**src/rtl/gzip_axis_packer_if.sv**
```systemverilog
// Stream bundle between the gzip output FIFO (registered read port) and the
// wide AXIS master side of the packer.
//   fifo_empty/fifo_rden/fifo_data/fifo_last : narrow source FIFO read port
//   m_tdata/m_tkeep/m_tvalid/m_tready/m_tlast : packed AXIS output
// master: the packer; slave: the surrounding FIFO and sink.
interface gzip_axis_packer_if #(
    parameter int unsigned IN_W  = 32,
    parameter int unsigned RATIO = 2
);
    localparam int unsigned OUT_W  = IN_W * RATIO;
    localparam int unsigned KEEP_W = OUT_W / 8;

    logic              fifo_empty;
    logic              fifo_rden;
    logic [IN_W-1:0]   fifo_data;
    logic              fifo_last;
    logic [OUT_W-1:0]  m_tdata;
    logic [KEEP_W-1:0] m_tkeep;
    logic              m_tvalid;
    logic              m_tready;
    logic              m_tlast;

    modport master (
        input  fifo_empty, fifo_data, fifo_last, m_tready,
        output fifo_rden, m_tdata, m_tkeep, m_tvalid, m_tlast
    );

    modport slave (
        output fifo_empty, fifo_data, fifo_last, m_tready,
        input  fifo_rden, m_tdata, m_tkeep, m_tvalid, m_tlast
    );
endinterface

```
**src/rtl/gzip_axis_packer.sv**
```systemverilog
// Packs RATIO narrow words from a fixed-latency registered-read FIFO into one
// wide AXIS beat with per-byte tkeep on a short final beat. Reads are
// credit-limited against a skid buffer so returning data is always accepted.
// Ports:
//   clk, rst_n   : core clock, asynchronous active-low reset
//   bus (master) : FIFO read port and AXIS output (see gzip_axis_packer_if)
//   beat_count   : beats accepted since reset
//   frame_count  : tlast beats accepted since reset
// Optional: define GZIP_PACKER_STATS_EN to build the beat/frame counters;
// otherwise both count outputs are tied to zero.
module gzip_axis_packer #(
    parameter int unsigned IN_W         = 32,
    parameter int unsigned RATIO        = 2,
    parameter int unsigned READ_LATENCY = 1,
    parameter int unsigned BUF_DEPTH    = 4
) (
    input  logic               clk,
    input  logic               rst_n,
    gzip_axis_packer_if.master bus,
    output logic [31:0]        beat_count,
    output logic [15:0]        frame_count
);
    localparam int unsigned OUT_W  = IN_W * RATIO;
    localparam int unsigned KEEP_W = OUT_W / 8;
    localparam int unsigned IN_B   = IN_W / 8;
    localparam int unsigned PTR_W  = $clog2(BUF_DEPTH);
    localparam int unsigned OCC_W  = $clog2(BUF_DEPTH) + 1;
    localparam int unsigned SUM_W  = OCC_W + 1;
    localparam int unsigned IDX_W  = (RATIO > 1) ? $clog2(RATIO) : 1;

    typedef struct packed {
        logic            last;
        logic [IN_W-1:0] data;
    } word_t;

    typedef enum logic [1:0] {IDLE, FILL, HOLD} state_t;

    logic                    armed;
    logic [READ_LATENCY-1:0] rd_vld;
    logic [SUM_W-1:0]        inflight;
    logic [OCC_W-1:0]        occ;
    logic [PTR_W-1:0]        wr_ptr, rd_ptr;
    word_t                   buf_mem [BUF_DEPTH];
    word_t                   head;
    logic                    push, pop, start;

    state_t                  state, state_n;
    logic [IDX_W-1:0]        idx, idx_n;
    logic [OUT_W-1:0]        asm_data, asm_data_n;
    logic [KEEP_W-1:0]       asm_keep, asm_keep_n;
    logic                    asm_last, asm_last_n;
    logic [OUT_W-1:0]        out_data, out_data_n;
    logic [KEEP_W-1:0]       out_keep, out_keep_n;
    logic                    out_last, out_last_n;
    logic                    out_valid, out_valid_n;

    // Reads in flight = ones in the read-valid pipeline.
    always_comb begin
        inflight = '0;
        for (int i = 0; i < int'(READ_LATENCY); i++) begin
            inflight = inflight + SUM_W'(rd_vld[i]);
        end
    end

    // armed holds reads off while reset is asserted and for the first edge after.
    assign bus.fifo_rden = armed && !bus.fifo_empty &&
                           ((inflight + SUM_W'(occ)) < SUM_W'(BUF_DEPTH));
    assign push = rd_vld[READ_LATENCY-1];
    assign head = buf_mem[rd_ptr];

    // Skid buffer storage; occupancy is tracked by the pointer/occ registers.
    always_ff @(posedge clk) begin
        if (push) begin
            buf_mem[wr_ptr] <= '{last: bus.fifo_last, data: bus.fifo_data};
        end
    end

    // Byte mask covering slots 0..last_slot.
    function automatic logic [KEEP_W-1:0] keep_for(input logic [IDX_W-1:0] last_slot);
        logic [KEEP_W-1:0] k;
        k = '0;
        for (int s = 0; s < int'(RATIO); s++) begin
            if (IDX_W'(s) <= last_slot) begin
                k[s*IN_B +: IN_B] = '1;
            end
        end
        return k;
    endfunction

    // Pack FSM next state and datapath; HOLD restarts a beat in the cycle it
    // hands off so a new beat can begin every RATIO cycles.
    always_comb begin
        state_n     = state;
        idx_n       = idx;
        asm_data_n  = asm_data;
        asm_keep_n  = asm_keep;
        asm_last_n  = asm_last;
        out_data_n  = out_data;
        out_keep_n  = out_keep;
        out_last_n  = out_last;
        out_valid_n = out_valid && !bus.m_tready;
        pop         = 1'b0;
        start       = 1'b0;

        case (state)
            IDLE: begin
                idx_n      = '0;
                asm_data_n = '0;
                start      = (occ != '0);
            end
            FILL: begin
                if (occ != '0) begin
                    pop = 1'b1;
                    asm_data_n[idx*IN_W +: IN_W] = head.data;
                    if ((idx == IDX_W'(RATIO - 1)) || head.last) begin
                        asm_keep_n = keep_for(idx);
                        asm_last_n = head.last;
                        state_n    = HOLD;
                    end else begin
                        idx_n = idx + IDX_W'(1);
                    end
                end
            end
            HOLD: begin
                if (!out_valid || bus.m_tready) begin
                    out_data_n  = asm_data;
                    out_keep_n  = asm_keep;
                    out_last_n  = asm_last;
                    out_valid_n = 1'b1;
                    state_n     = IDLE;
                    idx_n       = '0;
                    asm_data_n  = '0;
                    start       = (occ != '0);
                end
            end
            default: state_n = IDLE;
        endcase

        if (start) begin
            pop        = 1'b1;
            asm_data_n = OUT_W'(head.data);
            if ((RATIO == 1) || head.last) begin
                asm_keep_n = keep_for('0);
                asm_last_n = head.last;
                state_n    = HOLD;
            end else begin
                idx_n   = IDX_W'(1);
                state_n = FILL;
            end
        end
    end

    // All control, pipeline and output registers.
    always_ff @(posedge clk or negedge rst_n) begin
        if (!rst_n) begin
            armed     <= 1'b0;
            rd_vld    <= '0;
            wr_ptr    <= '0;
            rd_ptr    <= '0;
            occ       <= '0;
            state     <= IDLE;
            idx       <= '0;
            asm_data  <= '0;
            asm_keep  <= '0;
            asm_last  <= 1'b0;
            out_data  <= '0;
            out_keep  <= '0;
            out_last  <= 1'b0;
            out_valid <= 1'b0;
        end else begin
            armed     <= 1'b1;
            rd_vld    <= READ_LATENCY'({rd_vld, bus.fifo_rden});
            wr_ptr    <= push ? wr_ptr + PTR_W'(1) : wr_ptr;
            rd_ptr    <= pop ? rd_ptr + PTR_W'(1) : rd_ptr;
            occ       <= occ + OCC_W'(push) - OCC_W'(pop);
            state     <= state_n;
            idx       <= idx_n;
            asm_data  <= asm_data_n;
            asm_keep  <= asm_keep_n;
            asm_last  <= asm_last_n;
            out_data  <= out_data_n;
            out_keep  <= out_keep_n;
            out_last  <= out_last_n;
            out_valid <= out_valid_n;
        end
    end

    assign bus.m_tdata  = out_data;
    assign bus.m_tkeep  = out_keep;
    assign bus.m_tlast  = out_last;
    assign bus.m_tvalid = out_valid;

    // Credit accounting must make a push into a full buffer impossible.
    assert property (@(posedge clk) disable iff (!rst_n)
        !(push && !pop && (occ == OCC_W'(BUF_DEPTH))));

`ifdef GZIP_PACKER_STATS_EN
    logic [31:0] beats_q;
    logic [15:0] frames_q;

    // Accepted-beat and frame counters, free-running wrap.
    always_ff @(posedge clk or negedge rst_n) begin
        if (!rst_n) begin
            beats_q  <= '0;
            frames_q <= '0;
        end else if (out_valid && bus.m_tready) begin
            beats_q <= beats_q + 32'd1;
            if (out_last) begin
                frames_q <= frames_q + 16'd1;
            end
        end
    end

    assign beat_count  = beats_q;
    assign frame_count = frames_q;
`else
    assign beat_count  = '0;
    assign frame_count = '0;
`endif
endmodule

```
**src/flat_wrapper.sv**
```systemverilog
// flat-port wrapper written by rule: the top's interface ports become plain ports
module gzip_axis_packer_flat 
#(
    parameter int unsigned IN_W         = 32,
    parameter int unsigned RATIO        = 2,
    parameter int unsigned READ_LATENCY = 1,
    parameter int unsigned BUF_DEPTH    = 4
)
  (clk, rst_n, beat_count, frame_count, bus_fifo_empty, bus_fifo_data, bus_fifo_last, bus_m_tready, bus_fifo_rden, bus_m_tdata, bus_m_tkeep, bus_m_tvalid, bus_m_tlast);
  gzip_axis_packer_if #(.IN_W(IN_W), .RATIO(RATIO)) bus_i ();
  input  logic clk;
  input  logic rst_n;
  output logic [31:0] beat_count;
  output logic [15:0] frame_count;
  input wire logic [$bits(bus_i.fifo_empty)-1:0] bus_fifo_empty;
  input wire logic [$bits(bus_i.fifo_data)-1:0] bus_fifo_data;
  input wire logic [$bits(bus_i.fifo_last)-1:0] bus_fifo_last;
  input wire logic [$bits(bus_i.m_tready)-1:0] bus_m_tready;
  output wire logic [$bits(bus_i.fifo_rden)-1:0] bus_fifo_rden;
  output wire logic [$bits(bus_i.m_tdata)-1:0] bus_m_tdata;
  output wire logic [$bits(bus_i.m_tkeep)-1:0] bus_m_tkeep;
  output wire logic [$bits(bus_i.m_tvalid)-1:0] bus_m_tvalid;
  output wire logic [$bits(bus_i.m_tlast)-1:0] bus_m_tlast;
  assign bus_i.fifo_empty = bus_fifo_empty;
  assign bus_i.fifo_data = bus_fifo_data;
  assign bus_i.fifo_last = bus_fifo_last;
  assign bus_i.m_tready = bus_m_tready;
  assign bus_fifo_rden = bus_i.fifo_rden;
  assign bus_m_tdata = bus_i.m_tdata;
  assign bus_m_tkeep = bus_i.m_tkeep;
  assign bus_m_tvalid = bus_i.m_tvalid;
  assign bus_m_tlast = bus_i.m_tlast;
  gzip_axis_packer #(.IN_W(IN_W), .RATIO(RATIO), .READ_LATENCY(READ_LATENCY), .BUF_DEPTH(BUF_DEPTH)) u_core (.clk(clk), .rst_n(rst_n), .bus(bus_i), .beat_count(beat_count), .frame_count(frame_count));
endmodule
```
**config.mk**
```make
export PLATFORM = sky130hd
export DESIGN_NAME = gzip_axis_packer_flat
export DESIGN_NICKNAME = d
export VERILOG_FILES = /design/src/rtl/gzip_axis_packer_if.sv /design/src/rtl/gzip_axis_packer.sv /design/src/flat_wrapper.sv
export SDC_FILE = /design/constraint.sdc
export NUM_CORES = 1
export LEC_CHECK = 0
export CORE_UTILIZATION = 50
export DETAILED_ROUTE_END_ITERATION = 8
export GPL_ROUTABILITY_DRIVEN = 0
export PLACE_DENSITY = 0.81
export RECOVER_POWER = 50
export SLEW_MARGIN = 5
export SYNTH_ARGS = -nofsm -noshare
export SYNTH_HDL_FRONTEND = slang
export SYNTH_SLANG_ARGS = --single-unit
export TNS_END_PERCENT = 50
```
**constraint.sdc**
```tcl
create_clock -name clk -period 2.7 [get_ports clk]
set_clock_uncertainty 0.05 [all_clocks]
set_input_delay 0.54 -clock clk [delete_from_list [all_inputs] [get_ports clk]]
set_output_delay 0.54 -clock clk [all_outputs]
set_load 0.05 [all_outputs]
```
==> out/metrics.csv <==
metric;value;unit
period_needed;2660;ps
cp-startpoint;u_core.occ[2]$_DFF_PN0_;
drv_slew;0;
seq_area_frac_synth;71.5;%
io_pins;160;
reg2reg_setup_slack;340;ps
path_class;register to output pin;
use_met1;24.6;%
maxCapViolations;0;
path_max_fanout;5;
syn_area;0.0111;mm^2
timing.fmax;0.376;GHz
die_height;151;um
min_path_type;primary input to asynchronous set/reset pin;
yosysTopAreaCellShare;35.8;%
dr.pass1.iters;4;
cp_data_arrival_time;2070;ps
fp-row-count;54;
placed_area;0.0125;mm^2
yosys_warnings;0;
p_leak;5.47;nW
synth.avg_cell_area;18.2;um^2
r2r.worst_path.cells;8;
cts_setup_buffers;0;
setup_violations;0;
cts_root_buffer;clkbuf_16;
power_density;1290;mW/mm^2
rsz0062_at_grt;no;
finalHoldViolCount;0;
dieArea;0.0228;mm^2
r2r_start;u_core.occ[2]$_DFF_PN0_;
synthTopCellsByArea;dfrtp_1 (36%), edfxtp_1 (36%), mux2_2 (7.4%);
place_hpwl;13800;um
clk_pin_slew_worst_paths;60;ps
cts.path.max_buffers;3;
start_util;50.9;%
viasPerCell;5.38;
cp-end-kind;output pin;
post-route-period-util;98.5;%
finalSetupTns;0;ps
h-tree-depth;1;
final_nets;788;
worst_pin_slew;1430;ps
vias;5634;
ir_drop;928;uV
clk_latency;530;ps
ys_ff_latch;291;
drc;0;
async_flop_share;54.6;%
coreArea;0.0218;mm^2
portBuffers;111;
cp-start-kind;register;
outcome;finished, final reports clean;
syn_inst;611;
busiest_layer;met2;
grt-ovfl-total;0;
synth_cell_type_count;42;
clock_sinks;291;
grt.total_usage;18.9;%
slew_headroom;4.37;%
grtUsageMet3;2.80;%
ant_nets;0;
antenna_found_initial;4;
fillCellCount;1515;
grt_pass1_vias;5966;
layout-area-overhead-vs-synth;20.9;%
wl_per_cell;19.8;um
required;2110;ps
final_cell_area;0.0134;mm^2
numCtsBuffers;28;
cts_tree;yes;
drt-total-wl;20700;um
total_power;17.4;mW
layout_setup_ws;41.3;ps
synth_top_area_cell;dfrtp_1;
r2r_end;u_core.occ[2]$_DFF_PN0_;
grt_max_degree;103;
synth_edf_count;132;
ys.flop_type;dfrtp_1;
dieWidth;151;um
grt_util_met2;32.5;%
grt_pass1_wl;32600;um
pre_cts_slack;66.4;ps
drt_iter0_drc;332;
drive_gt1_share;24.4;%
-- cells in the final DEF, fill, tap and decap left out, drive strengths merged, types with 10 or more instances in the layout --
cell and instances:
conb 49, mux2 73, clkbuf 36, a22o 64
buf 23, edfxtp 132, dfrtp 159, dlygate4sd3 33
clkdlybuf4s50 76, mux4 33, inv 11, clkinv 10
-- stage by stage --
step,instances,utilization (%),hold WS [ps]
2_1_floorplan,658,-,194
3_3_place_gp,993,57.1,398
3_5_place_dp,993,57.1,416
4_1_cts,1045,61.6,17.5
5_1_grt,1047,61.5,157
6_report,1048,61.5,120
-- worst max path at each step --
stage	to	depth (start not counted)
after global placement	u_core.occ[2]$_DFF_PN0_	10
after detailed placement	u_core.occ[2]$_DFF_PN0_	10
after CTS	bus_fifo_rden	5
after floorplan	u_core.occ[2]$_DFF_PN0_	9
after global routing	bus_fifo_rden	5
final	bus_fifo_rden	5
-- timing repair --
action,4_1_cts,5_1_grt
setup endpoints to repair,0,1
resized for setup,0,1
hold buffers,0,0
-- cells in the mapped netlist, drive strengths merged, types with 3 or more instances --
library cell,instances
a21o,3
a22o,64
and2,4
buf,72
clkbuf,7
dfrtp,159
edfxtp,132
ha,7
inv,10
mux2,73
mux4,33
nand2,5
nand2b,5
o21a,3
o21ai,5
xnor2,3
-- critical path, stage by stage, from the launching register on --
cell     delay, ps
dfrtp_1        440
ha_1           240
o211a_1        220
o22ai_1        210
and3b_1        220
buf_4          210
-- cell families (layout without fill, tap and decap cells) --
| kind of cell | Yosys count | in the layout | synth area share, % |
|---|---|---|---|
| buffers and inverters | 89 | 196 | 5.18 |
| other | 2 | 52 | 0.0676 |
| and+or+nand+nor | 28 | 28 | 1.50 |
| DFF | 291 | 291 | 71.5 |
| AOI/OAI and AO/OA | 83 | 83 | 6.35 |
| xor gates and xnor gates | 4 | 4 | 0.316 |
| muxes | 106 | 106 | 14.1 |
| adders and majority gates | 8 | 8 | 0.969 |
-- power breakdown --
group          total [mW]  switching (mW)  leakage, nW  internal (mW)
sequential           6.57           0.758         3.21           5.81
clock                4.00            1.58        0.475           2.42
combinational        6.82            4.01         1.79           2.81
total                17.4            6.35         5.47           11.0
-- layout make-up --
| class | instances | area [um^2] | area share, % |
|---|---|---|---|
| Sequential cell | 291 | 7950 | 59.2 |
| Inverter | 10 | 37.5 | 0.279 |
| Tap cell | 280 | 350 | 2.61 |
| Clock inverter | 18 | 195 | 1.45 |
| Clock buffer | 34 | 774 | 5.77 |
| Timing Repair Buffer | 134 | 1340 | 9.94 |
| Antenna cell | 3 | 7.51 | 0.0559 |
| Multi-Input combinational cell | 278 | 2780 | 20.7 |
-- registers in the layout, indices dropped and copies added, names as in the netlist, 2 cells and up --
name,cells
u_core.occ,3
u_core.bus.m_tkeep,8
u_core.asm_data,64
u_core.buf_mem,132
u_core.asm_keep,8
u_core.wr_ptr,2
u_core.state,2
u_core.bus.m_tdata,64
u_core.rd_ptr,2
-- routing by layer --
metal  vias to the layer above  share of wire (%)
met5                         -              0.063
met4                         2                2.6
met3                        45                4.9
met2                       193                 51
met1                      2900                 41
li1                       2494                  -
Note: power is estimated with default switching activity, not from simulation.
